[src/rtl/rv_pkg.sv]
// rv_pkg: opcode classes, forwarding encodings, sequencer states and the
// in-flight shadow entry shared by the hazard control unit.
package rv_pkg;
    localparam logic [6:0] OP_R     = 7'b0110011;
    localparam logic [6:0] OP_I     = 7'b0010011;
    localparam logic [6:0] OP_LOAD  = 7'b0000011;
    localparam logic [6:0] OP_STORE = 7'b0100011;

    localparam logic [1:0] FWD_RF  = 2'b00;
    localparam logic [1:0] FWD_EX  = 2'b01;
    localparam logic [1:0] FWD_MEM = 2'b10;

    typedef enum logic [1:0] {RUN, BUBBLE, FREEZE} state_t;

    typedef struct packed {
        logic       valid;
        logic [4:0] rd;
        logic       we;
        logic       is_load;
    } shadow_t;

    // x0 is never a producer, so an entry only counts if it really writes.
    function automatic logic hits(input shadow_t e, input logic [4:0] rs);
        return e.valid & e.we & (e.rd != 5'd0) & (e.rd == rs);
    endfunction
endpackage

[src/rtl/hazard_fwd_compare.sv]
// hazard_fwd_compare: matches one decode source register against the EX and
// MEM shadows, yielding its forwarding select and a load-use flag.
module hazard_fwd_compare
    import rv_pkg::*;
(
    input  logic [4:0] i_rs,
    input  logic       i_use,
    input  shadow_t    i_ex,
    input  shadow_t    i_mem,
    output logic [1:0] o_fwd_sel,
    output logic       o_load_use
);
    logic w_ex_hit;
    logic w_mem_hit;
    logic w_unused_mem_ld;

    assign w_unused_mem_ld = i_mem.is_load;

    // A load in EX has no result yet, so it stalls instead of forwarding.
    always_comb begin
        w_ex_hit   = i_use & hits(i_ex, i_rs);
        w_mem_hit  = i_use & hits(i_mem, i_rs);
        o_load_use = w_ex_hit & i_ex.is_load;
        o_fwd_sel  = (w_ex_hit & !i_ex.is_load) ? FWD_EX : w_mem_hit ? FWD_MEM : FWD_RF;
    end
endmodule

[src/rtl/hazard_control_unit.sv]
// hazard_control_unit: issue gating, load-use bubbles, forwarding selects and
// memory-stall freeze for the decode/EX boundary of the 5-stage pipeline.
module hazard_control_unit
    import rv_pkg::*;
#(
    parameter  int XLEN_REGS = 32,
    parameter  int CNT_W     = 32,
    localparam int RW        = $clog2(XLEN_REGS)
)(
    input  logic             clk,
    input  logic             reset,
    input  logic             i_id_valid,
    input  logic [6:0]       i_id_opcode,
    input  logic [RW-1:0]    i_id_rd,
    input  logic [RW-1:0]    i_id_rs1,
    input  logic [RW-1:0]    i_id_rs2,
    output logic             o_id_ready,
    input  logic             i_flush,
    input  logic             i_mem_busy,
    output logic             o_ex_valid,
    output logic [1:0]       o_fwd_a_sel,
    output logic [1:0]       o_fwd_b_sel,
    output logic             o_wb_we,
    output logic [RW-1:0]    o_wb_rd,
    output logic [CNT_W-1:0] o_stall_count
);
    shadow_t          r_ex, r_mem, r_wb, w_id;
    state_t           r_state, w_state_nxt;
    logic             r_flush_pend;
    logic [CNT_W-1:0] r_stall_count;
    logic             w_is_r, w_is_i, w_is_ld, w_is_st, w_use1, w_use2;
    logic             w_lu_a, w_lu_b, w_hazard, w_flush, w_ready;
    logic             w_unused_wb_ld;

    hazard_fwd_compare u_cmp_a (
        .i_rs(5'(i_id_rs1)), .i_use(w_use1), .i_ex(r_ex), .i_mem(r_mem),
        .o_fwd_sel(o_fwd_a_sel), .o_load_use(w_lu_a)
    );

    hazard_fwd_compare u_cmp_b (
        .i_rs(5'(i_id_rs2)), .i_use(w_use2), .i_ex(r_ex), .i_mem(r_mem),
        .o_fwd_sel(o_fwd_b_sel), .o_load_use(w_lu_b)
    );

    always_comb begin
        w_is_r          = i_id_opcode == OP_R;
        w_is_i          = i_id_opcode == OP_I;
        w_is_ld         = i_id_opcode == OP_LOAD;
        w_is_st         = i_id_opcode == OP_STORE;
        w_use1          = w_is_r | w_is_i | w_is_ld | w_is_st;
        w_use2          = w_is_r | w_is_st;
        w_id.valid      = 1'b1;
        w_id.rd         = 5'(i_id_rd);
        w_id.we         = (w_is_r | w_is_i | w_is_ld) & (i_id_rd != '0);
        w_id.is_load    = w_is_ld;
        w_flush         = i_flush | r_flush_pend;
        w_hazard        = i_id_valid & (w_lu_a | w_lu_b);
        w_ready         = !reset & i_id_valid & !i_mem_busy & !w_flush & !w_hazard;
        w_state_nxt     = i_mem_busy ? FREEZE
                        : (r_state == RUN && w_hazard && !w_flush) ? BUBBLE : RUN;
    end

    // A flush seen while frozen is remembered and applied once memory releases.
    always_ff @(posedge clk or posedge reset) begin
        if (reset) begin
            r_ex          <= '0;
            r_mem         <= '0;
            r_wb          <= '0;
            r_state       <= RUN;
            r_flush_pend  <= 1'b0;
            r_stall_count <= '0;
        end else begin
            r_state      <= w_state_nxt;
            r_flush_pend <= i_mem_busy & w_flush;
            if (i_id_valid & !w_ready & ~&r_stall_count)
                r_stall_count <= r_stall_count + CNT_W'(1);
            if (!i_mem_busy) begin
                r_ex  <= w_ready ? w_id : '0;
                r_mem <= w_flush ? '0 : r_ex;
                r_wb  <= r_mem;
            end
        end
    end

    assign w_unused_wb_ld = r_wb.is_load;
    assign o_id_ready     = w_ready;
    assign o_ex_valid     = r_ex.valid;
    assign o_wb_we        = r_wb.valid & r_wb.we & !i_mem_busy;
    assign o_wb_rd        = RW'(r_wb.rd);
    assign o_stall_count  = r_stall_count;
endmodule

[config.mk]
export PLATFORM = sky130hd
export DESIGN_NAME = hazard_control_unit
export DESIGN_NICKNAME = d
export VERILOG_FILES = /design/src/rtl/rv_pkg.sv /design/src/rtl/hazard_fwd_compare.sv /design/src/rtl/hazard_control_unit.sv
export SDC_FILE = /design/constraint.sdc
export NUM_CORES = 1
export LEC_CHECK = 0
export BUFFER_PORTS_ARGS = -buffer_cell sky130_fd_sc_hd__buf_2
export CAP_MARGIN = 20
export CORE_MARGIN = 1
export CORE_UTILIZATION = 40
export CTS_BUF_LIST = sky130_fd_sc_hd__clkbuf_4 sky130_fd_sc_hd__clkbuf_8 sky130_fd_sc_hd__clkbuf_16
export DETAILED_ROUTE_END_ITERATION = 12
export GPL_TIMING_DRIVEN = 0
export MAX_ROUTING_LAYER = met4
export PLACE_DENSITY = 0.66
export SLEW_MARGIN = 20
export SYNTH_ARGS = -nofsm -noshare
export SYNTH_HDL_FRONTEND = slang
export SYNTH_HIERARCHICAL = 1
export SYNTH_SLANG_ARGS = --single-unit
[constraint.sdc]
create_clock -name clk -period 2.52 [get_ports clk]
set_input_delay 0.126 -clock clk [delete_from_list [all_inputs] [get_ports clk]]
set_output_delay 0.126 -clock clk [all_outputs]
set_load 0.02 [all_outputs]
After elaboration in Yosys (flattened, before gate mapping):

Cells that the tools add are included.

* flip-flop bits (word level): 55
* input port bits: 27
* output and inout bits: 44
* logic and storage cells: 71

* add/subtract/negate cells: 1
* equal/unequal tests: 8
* multiplexer cells: 6
* bitwise operators: 33
* reductions and logical operators: 11

Operators by type and width (count)
* $add 32x1->32 const B: 1
* $reduce_and 32->1: 1
* $and 1x1->1: 27
* $eq 5x5->1: 4
* $mux 8: 2
* $reduce_bool 5->1: 3
* $eq 7x6->1 const B: 2
* $mux 2: 4
* $eq 7x2->1 const B: 1
* $eq 7x5->1 const B: 1
* $logic_not 1->1: 7
* $or 1x1->1: 6

Depth between registers and ports, before layout:

Gate-level depths: netlist of the first run.

* word-level depth: 13
* mapped depth: 12
* depth with buffers taken out: 11

Modules after synthesis:

The synthesis of the first run kept the hierarchy.

Modules (own cells, without submodules)
* hazard_control_unit: times used 1, cells each 218, area each 2708.8 µm², sequential area each 1401.3 µm²
* hazard_fwd_compare: times used 2, cells each 24, area each 183.9 µm², sequential area each 0.0 µm²

Worst setup path after synthesis of the first run:

OpenSTA, ideal clock, no wires.

* path type: register to register
* start: reg r_ex[5] in the netlist's numbering
* end: reg r_stall_count[3], in the netlist o_stall_count[3]
* library setup time: 0.131 ns
* arrival: 2.257 ns
* data required time: 2.389 ns
* setup slack: 0.132 ns
* cell stages (with the launch flop): 11
* buffers on the path: 1
* period minus slack after synthesis: 2.388 ns
* path through: dfrtp_1 -> xor2_1 -> a2111oi_2 -> nand4_1 -> nor2_1 -> nor3_1 -> a21boi_1 -> a21boi_2 -> buf_6 -> nand4_2 -> xnor2_1

* longest elaborated chain between the ends: 12
* elaborated cells on any way between the ends: 17
* classes of those cells: eq/ne (2); bitwise (12); reduce/logical (3)

Ends and longest elaborated chain
* from (decl): line hazard_control_unit.sv:27 `shadow_t r_ex, r_mem, r_wb, w_id;`
* from (signal assigned): line hazard_control_unit.sv:78 `r_ex <= w_ready ? w_id : '0;`
* $reduce_bool 5->1: line rv_pkg.sv:24 `return e.valid & e.we & (e.rd != 5'd0) & (e.rd == rs);`
* $and 1x1->1: line rv_pkg.sv:24
* $and 1x1->1 *: line rv_pkg.sv:24
* $and 1x1->1 *: line hazard_fwd_compare.sv:21 `w_ex_hit = i_use & hits(i_ex, i_rs);`
* $and 1x1->1 *: line hazard_fwd_compare.sv:23 `o_load_use = w_ex_hit & i_ex.is_load;`
* net w_lu_b: line hazard_control_unit.sv:32 `logic w_lu_a, w_lu_b, w_hazard, w_flush, w_ready;`
* $or 1x1->1 *: line hazard_control_unit.sv:57 `w_hazard = i_id_valid & (w_lu_a | w_lu_b);`
* $and 1x1->1 *: line hazard_control_unit.sv:57
* $logic_not 1->1 *: line hazard_control_unit.sv:58 `w_ready = !reset & i_id_valid & !i_mem_busy & !w_flush & !w_hazard;`
* $and 1x1->1 *: line hazard_control_unit.sv:58
* $logic_not 1->1 *: line hazard_control_unit.sv:75 `if (i_id_valid & !w_ready & ~&r_stall_count)`
* $and 1x1->1 * (2 in series): line hazard_control_unit.sv:75
* to (signal assigned): line hazard_control_unit.sv:76 `r_stall_count <= r_stall_count + CNT_W'(1);`
* to (decl): line hazard_control_unit.sv:30 `logic [CNT_W-1:0] r_stall_count;`

Mark *: on every way through the listed nets, which the timed path passes. The rest lies on a longest branch.
A chain may end at the register's enable or synchronous reset.

Worst setup path after layout of the first run:

* start: reg r_ex[4] in the netlist's numbering
* end: reg r_stall_count[28], in the netlist o_stall_count[28]

The elaborated chain is that of the path after synthesis.

==> results of run 1 <==
[cells in the final DEF (no fill, tap or decap), drive strengths merged, types with 3 or more instances in the layout]
cell / n
and2: 3
xnor2: 29
nor4: 16
nor3: 9
nor2: 15
a21oi: 3
nand2: 14
xor2: 18
nand4: 21
a21boi: 3
clkbuf: 10
dfrtp: 55
a22o: 12
mux2: 8
nand3: 12
inv: 6
and4: 3
buf: 86
dlygate4sd3: 3
and3: 7
[per-layer routing]
metal,vias to the layer above,wire (um)
li1,1133,-
met4,0,54
met1,1175,3100
met5,-,0
met3,7,229
met2,52,3310
[worst register-to-register path, delay by kind of cell (launching register included)]
family	cells	cell delay, ps
buf+inv	2	320
simple gates	4	540
flops	1	480
compound gates	3	720
xor+xnor	2	340
[metrics by stage]
step | instances | setup slack [ps]
6_report | 451 | 29.8
5_1_grt | 451 | -72.9
4_1_cts | 446 | 11.8
3_5_place_dp | 432 | -438
3_3_place_gp | 432 | -435
2_1_floorplan | 264 | 132
[where the power goes]
part           internal, mW  total [mW]  switching, mW  leakage, nW
registers             0.941        1.04         0.0974        0.740
logic                 0.161       0.376          0.215         1.03
clock network         0.322       0.609          0.287       0.0612
total                  1.42        2.02          0.600         1.84
[timing repair]
| action | CTS | global route |
|---|---|---|
| hold buffers | 3 | 0 |
| pin swaps | 0 | 6 |
| gates resized for setup | 3 | 10 |
| setup buffers | 3 | 4 |
| endpoints found under the setup margin | 18 | 25 |
| gates cloned | 0 | 1 |
| endpoints found under the hold margin | 56 | 0 |
[sequential cells by signal (all words and copies together), names as in the netlist]
name,cells
o_stall_count,32
r_ex,7
r_mem,7
o_wb_rd,5
r_wb,2
o_ex_valid,1
r_flush_pend,1
[final timing paths]
check / from / to / cells after the start
worst min-delay path: i_flush / r_flush_pend$_DFF_PP0_ / 2
worst max register to register: r_ex[4]$_DFFE_PP0N_ / o_stall_count[28]$_DFFE_PP0P_ / 11
worst max-delay path: r_ex[4]$_DFFE_PP0N_ / o_stall_count[28]$_DFFE_PP0P_ / 11
min in group asynchronous: reset / r_mem[6]$_DFFE_PP0N_ / 3
worst min register to register: o_stall_count[27]$_DFFE_PP0P_ / o_stall_count[27]$_DFFE_PP0P_ / 1
max in group asynchronous: reset / r_ex[4]$_DFFE_PP0N_ / 3
[cell type report]
type                       count  share of cell area [%]
clock buffer                   6                    2.18
sequential                    55                    36.5
buffer                        13                    2.68
inverter                       6                   0.662
multi-input combinational    190                    42.3
timing repair buffer          80                    11.5
tap                           99                    3.28
clock inverter                 2                   0.927
==> reports/metrics.cfg, run 1 <==
[placed_design]
hpwl_um = 4900
place_congestion = 0.799
dpl_cell_area_um2 = 3510
port_buffers = 69

[clocking]
clk_path_buf_depth = 2
tritoncts = built
clk_pin_slew_ps = 100
clockRootBuffer = clkbuf_8
cts-htree-levels = 2
worstSkewPairLatency_ps = 310
cts_sinks = 55
cts_inserted_buffers = 5

[global_route]
grt_pass1_vias = 2178
grt_pass1_wl_um = 10500
grt_overflow = 0
grt_use_met2_pct = 29.2
antenna_found_initial = 0
grtUsageTotal_pct = 18.0
grt_busiest_layer = met2
met3_usage_pct = 3.14
grt_max_degree = 56
grtUsageMet1_pct = 23.5

[detailed_routing]
vias = 2367
post_drt_wl_per_cell_um = 14.8
dr.pass1.iters = 4
wirelength_um = 6690
ant_nets = 0
first_iter_violations = 58
drc = 0
viasPerCell = 5.25

[floorplan]
core_um2 = 7290
die_area_um2 = 7960
die_w_um = 89.2
die_h_um = 89.2
row_count = 31
ios = 71
start_util_pct = 41.7

[setup_path]
cp.buffers_inverters = 2
required_ps = 2720
crit_family = compound AO/OA/AOI/OAI gates
cpPeakStageDelay_ps = 480
worstPathCellList = buf_4 > xor2_1 > a2111oi_2 > nand4_1 > nor2_2 > nor3_4 > a21boi_2 > a21boi_4 > buf_4 > nand4_1 > xnor2_1
critPathLaunchType = flip-flop
crit_slowest_cell = dfrtp_2
endpoint_kind = flip-flop
worstSetupPathType = flip-flop to flip-flop
worstPathMaxFanout = 6
ff2ff_setup_slack_ps = 30
arrival_ps = 2690

[sta]
setup_viol = 0
period_needed_ps = 2490
fin_hold_ws_ps = 50.5
tightest_slew_ps = 672
worst_clock_skew_ps = 7.71
hold_viol = 0
max_freq_ghz = 0.402
period_share_pct = 98.8
drv_slew = 0
rsz0062_at_grt = yes
finalSetupTns_ps = 0
slew_headroom_pct = 55.2

[final_layout]
seqCellArea_um2 = 1380
fin_util_pct = 51.9
final_area_um2 = 3780
insertedDiodeCount = 0
drive_gt1_share_pct = 41.8
layout.nets = 379
area_growth_pct = 24.3
fill_cells = 701
multi_input_area_um2 = 1600

[worst_hold_path]
hold_path_class = input pin to flip-flop

[synth]
yosysWarningCount = 6
synth_area_um2 = 3040
synth_nets = 292
avgSynthCellArea_um2 = 11.5
syn_inst = 264

[run]
maxCapViolCount = 0

[pwr]
pwr_density_cell_nw_per_um2 = 535
p_leak_nw = 1.84
ir_drop_mv = 0.455
p_total_mw = 2.02

[outcome]
status = finished, final reports clean

No activity file was read; power rests on OpenSTA's default activity.
==> run 2: changes to the inputs <==
- ABC_AREA: unset -> 1
- PLACE_DENSITY: 0.66 -> 0.64
- SLEW_MARGIN: 20 -> unset
==> run 2 against run 1 <==
  * The run now ends with DRC left
  * Die area is 21% higher
  * Design area is 13% higher
  * Synthesized area is 21% higher
  * Utilization is 3.2 points lower
  * Highest routed layer unchanged
  * Sequential cell count stayed put
  * First-iteration DRC count is 130% higher
  * Fmax is 19% higher
  * Critical endpoint is now o_stall_count[23]$_DFFE_PP0P_
  * Sequential power is 5% lower
  * Final cell count is 65% higher
  * Largest power group unchanged
  * Worst setup slack better by 400 ps
==> reports/metrics.cfg, run 2 <==
[outcome]
status = complete, but fails checks
violations = DRC

[final_layout]
seqCellArea_um2 = 1380
finalNonFillerCells = 744
fill_cells = 925
insertedDiodeCount = 0
final_common_cell = nand2_1
fin_util_pct = 48.7
final_cell_mix = nand2_1 (234), buf_2 (70), nor2_1 (68)
final_area_um2 = 4290
multi_input_area_um2 = 1960
area_growth_pct = 16.3
largest_reg_flops = 32
drive_gt1_share_pct = 21.1
layout.nets = 663

[sta]
period_share_pct = 82.8
slew_headroom_pct = 70.0
drv_slew = 0
fin_ws_ps = 434
fin_hold_ws_ps = 52.9
setup_viol = 0
max_freq_ghz = 0.479
hold_viol = 0
finalSetupTns_ps = 0
tightest_slew_ps = 451
period_needed_ps = 2090
rsz0062_at_grt = no
worst_clock_skew_ps = 11.6

[synth]
synth_nets = 585
avgSynthCellArea_um2 = 6.62
syn_inst = 557
yosysWarningCount = 6
synth_area_um2 = 3690

[placed_design]
hpwl_um = 7510
dp_worst_setup_slack_ps = 222
place_congestion = 0.923
post-place-cells = 735
port_buffers = 69
dpl_cell_area_um2 = 4190

[clocking]
worstSkewPairLatency_ps = 320
clk_path_buf_depth = 2
cts_setup_buffers = 0
cts-htree-levels = 2
cts_sinks = 55
cts_resized = 0
clockRootBuffer = clkbuf_8
clk_pin_slew_ps = 100
cts_inserted_buffers = 5
tritoncts = built
hold_buffers = 1

[global_route]
grt_overflow = 0
grt_max_degree = 38
grtUsageTotal_pct = 21.2
antenna_found_initial = 0
grt_pass1_vias = 3339
grt_pass1_wl_um = 15800

[pwr]
swShare_pct = 32.3
pwr-share-seq_pct = 53.4
p_leak_nw = 2.25
pwr_density_cell_nw_per_um2 = 431
p_total_mw = 1.85
power_frac_comb_pct = 19.0
clkPwrFrac_pct = 27.6
ir_drop_mv = 0.325
switchingPower_mw = 0.597
p_int_mw = 1.25

[floorplan]
row_count = 34
die_w_um = 98.0
core_um2 = 8810
die_h_um = 98.0
start_util_pct = 41.9
die_area_um2 = 9600
ios = 71

[setup_path]
endpoint_kind = flip-flop
arrival_ps = 2340
worstPathMaxFanout = 10
required_ps = 2770
critPathLaunchType = flip-flop
worstSetupPathType = flip-flop to flip-flop

[detailed_routing]
post_drt_wl_per_cell_um = 12.7
first_iter_violations = 134
wirelength_um = 9480
viasPerCell = 4.71
drc = 4
vias = 3507
ant_nets = 0
dr.pass1.iters = 8

[run]
maxCapViolCount = 0

[worst_hold_path]
hold_path_class = input pin to flip-flop

## run 2: cell types whose count changed in the layout (fill, tap and decap cells not counted), sizes merged, moves of 7 or more
cell   change
nor3       -8
nor4      -15
nand4     -13
inv       +57
nand2    +236
xnor2     -22
o21ai     +29
mux2       -8
nor2      +71
nand3     +17
xor2      -11
and3       -7
a22o      -10
## run 2: path summary, 6_finish.rpt
| path | startpoint | endpoint | slack (ps) | cells after the start |
|---|---|---|---|---|
| setup / recovery | r_ex[5]$_DFFE_PP0N_ | o_stall_count[23]$_DFFE_PP0P_ | 430 | 15 |
| hold / removal | i_id_rd[3] | r_ex[5]$_DFFE_PP0N_ | 50 | 2 |
| setup reg to reg | r_ex[5]$_DFFE_PP0N_ | o_stall_count[23]$_DFFE_PP0P_ | 430 | 15 |
| hold reg to reg | o_wb_rd[4]$_DFFE_PP0N_ | o_wb_rd[4]$_DFFE_PP0N_ | 500 | 2 |
| max in group asynchronous | reset | o_stall_count[1]$_DFFE_PP0P_ | 1600 | 4 |
| min in group asynchronous | reset | o_stall_count[17]$_DFFE_PP0P_ | 370 | 3 |
## run 2: routing by layer
layer / track usage, % / up-vias / routed length (um)
met5: - / - / 0
li1: - / 1854 / -
met3: 3.15 / 12 / 303
met1: 26.2 / 1587 / 4360
met4: 5.83 / 0 / 117
met2: 36.2 / 54 / 4700
## run 2: layout make-up
type | instances | share of cell area [%]
sequential | 55 | 32.1
buffer | 14 | 2.66
inverter | 62 | 5.54
timing repair buffer | 71 | 8.75
clock inverter | 3 | 0.525
clock buffer | 5 | 1.60
tap | 108 | 3.15
multi-input combinational | 426 | 45.7
## run 2: critical path, cell delays in order (launching register included)
cell     delay [ps]
dfrtp_1         530
inv_1            70
nand2_1          60
nand2_1          60
nor2_2          110
nand4_2         160
nor2_1          110
inv_1            40
nand2_1         110
nor2_4           80
nor2_4          190
nand2_8         120
inv_6           110
buf_6           150
nand2_1          70
nand2_1          50
## run 2: power by group through the flow
stage	combinational, mW	sequential (mW)	clock, mW
after CTS	0.357	0.987	0.537
final	0.352	0.988	0.510
after global routing	0.392	0.995	0.567
after floorplan	0.203	1.04	0
after global placement	0.344	1.00	0
after detailed placement	0.355	1.00	0
==> run 3: changes to the inputs <==
- ABC_AREA: 1 -> 0
- PLACE_DENSITY: 0.64 -> 0.63
- clock period: 2.52 -> 2.04 ns (I/O delays scaled with it)
==> run 3 against run 2 <==
  * Routed wire length fell by 22%
  * Worst hold slack got worse by 41 ps
  * The run ends with setup timing left
  * Total power rose by 34%
  * Clock skew fell by 1.6 ps
  * Count of clock-buffer cells in the layout rose by 3
  * Clock power rose by 33%
  * Final cell count fell by 37%
  * Largest power group unchanged
  * Largest cell class unchanged
  * Via count fell by 30%
  * Critical path depth fell by 3
  * Worst setup slack got worse by 820 ps
  * Sequential share of layout area rose by 1.1 points
  * Critical endpoint is now o_stall_count[0]$_DFFE_PP0P_
==> reports/metrics.cfg, run 3 (synthesized netlist as in run 1, its figures left out) <==
[sta]
finalSetupTns_ps = -12250
worst_clock_skew_ps = 9.98
tightest_slew_ps = 748
max_freq_ghz = 0.411
rsz0062_at_grt = yes
drv_slew = 0
hold_viol = 0
slew_headroom_pct = 49.7
period_needed_ps = 2430
setup_viol = 43
period_share_pct = 119
fin_ws_ps = -391

[clocking]
tritoncts = built
cts_inserted_buffers = 5
clk_pin_slew_ps = 100
worstSkewPairLatency_ps = 310
clk_path_buf_depth = 2
cts-htree-levels = 2
clockRootBuffer = clkbuf_8
cts_sinks = 55

[run]
maxCapViolCount = 0

[detailed_routing]
wirelength_um = 7390
vias = 2469
first_iter_violations = 65
ant_nets = 0
dr.pass1.iters = 4
post_drt_wl_per_cell_um = 15.8
drc = 0
viasPerCell = 5.26

[final_layout]
final_cell_mix = buf_2 (65), dfrtp_1 (51), xnor2_1 (27)
layout.nets = 397
final_common_cell = buf_2
insertedDiodeCount = 0
finalNonFillerCells = 469
drive_gt1_share_pct = 49.7
largest_reg_flops = 32
area_growth_pct = 36.8

[floorplan]
die_h_um = 89.2
die_w_um = 89.2
die_area_um2 = 7960
start_util_pct = 41.7
row_count = 31
ios = 71
core_um2 = 7290

[pwr]
clkPwrFrac_pct = 27.4
ir_drop_mv = 0.593
p_int_mw = 1.72
power_frac_comb_pct = 20.7
pwr-share-seq_pct = 51.9
switchingPower_mw = 0.757
p_leak_nw = 2.05
swShare_pct = 30.6
pwr_density_cell_nw_per_um2 = 594

[worst_hold_path]
whs_endpoint = r_ex[0]$_DFFE_PP0N_
hold_path_class = input pin to flip-flop
min_from = i_id_opcode[5]
min_path_cells = 2

[setup_path]
worstRegToRegCells = 12
startpoint = r_ex[4]$_DFFE_PP0N_
cpPeakStageDelay_ps = 460
arrival_ps = 2620
worstReg2RegStart = r_ex[4]$_DFFE_PP0N_
crit_family = simple AND/OR/NAND/NOR gates
worstPathCellList = buf_4 > buf_6 > nor4_4 > nor2_2 > nor2_2 > nor2_2 > nor3_4 > a21boi_2 > a21boi_4 > buf_4 > buf_4 > xor2_1
crit_slowest_cell = dfrtp_2
crit_cells = 12
worstSetupPathType = flip-flop to flip-flop
ff2ff_setup_slack_ps = -390
regToRegEndpoint = o_stall_count[0]$_DFFE_PP0P_
endpoint_kind = flip-flop
critPathLaunchType = flip-flop
worstPathMaxFanout = 6
required_ps = 2230
cp.buffers_inverters = 4

[placed_design]
hpwl_um = 5020
place_congestion = 0.795
port_buffers = 69
post-place-cells = 433

[global_route]
grt_max_degree = 32
grt_pass1_vias = 2375
grtUsageTotal_pct = 19.6
antenna_found_initial = 0
grt_overflow = 0
grt_pass1_wl_um = 11500

[outcome]
violations = setup timing
status = complete, but fails checks

-- run 3: cell count changes in the layout (fill, tap and decap cells not counted), sizes merged, moves of 15 or more --
cell / previous run / this run
nand2: 250 / 14
nor2: 86 / 15
inv: 63 / 6
o21ai: 30 / 1
buf: 81 / 106
xnor2: 7 / 29
nand3: 29 / 12
nor4: 1 / 16
-- run 3: routing by layer --
metal	routed length (um)	global-route usage, %	share of wire (%)	up-vias
li1	-	-	-	1174
met1	3260	24.3	44	1224
met2	3720	33.0	50	61
met3	312	3.23	4.2	10
met4	97	6.06	1.3	0
met5	0	-	0	-
-- run 3: worst max path at each step --
stage	to	slack [ps]
detailed placement	o_stall_count[3]$_DFFE_PP0P_	-630
finish	o_stall_count[0]$_DFFE_PP0P_	-390
global route	o_stall_count[13]$_DFFE_PP0P_	-520
CTS	o_stall_count[14]$_DFFE_PP0P_	-350
global placement	o_stall_count[14]$_DFFE_PP0P_	-610
floorplan	o_stall_count[3]$_DFFE_PP0P_	-210
-- run 3: metrics by stage --
stage	setup slack, ps	utilization, %	total power [mW]	hold WS (ps)	instance area [um^2]
2_1_floorplan	-208	-	1.58	197	3070
3_3_place_gp	-610	48.6	1.73	332	3540
3_5_place_dp	-634	48.9	1.75	217	3560
4_1_cts	-354	54.8	2.47	0.272	3990
5_1_grt	-516	57.1	2.58	7.15	4160
6_report	-391	57.1	2.47	11.4	4160
-- run 3: layout make-up --
class,instances,area (um^2)
multi-input combinational,190,1780
buffer,13,105
fill,658,3130
clock buffer,8,104
sequential,55,1380
timing repair buffer,98,648
inverter,6,22.5
tap,99,124
-- run 3: worst register-to-register path, cell delays in order, from the launching register on --
cell,delay (ps)
dfrtp_2,460
buf_4,150
buf_6,110
nor4_4,310
nor2_2,90
nor2_2,130
nor2_2,70
nor3_4,250
a21boi_2,110
a21boi_4,180
buf_4,190
buf_4,130
xor2_1,130
-- run 3: power groups by stage --
stage	combinational (mW)	clock (mW)	sequential (mW)
floorplan	0.218	0	1.36
global placement	0.436	0	1.30
detailed placement	0.453	0	1.30
CTS	0.499	0.693	1.28
global route	0.550	0.735	1.29
finish	0.513	0.677	1.28
-- run 3: what timing repair did --
action	CTS	global route
setup endpoints to repair	41	44
gates cloned	0	1
endpoints found under the hold margin	25	0
gates resized for setup	30	27
buffers inserted	21	5
pin swaps	17	15
hold buffers	2	0
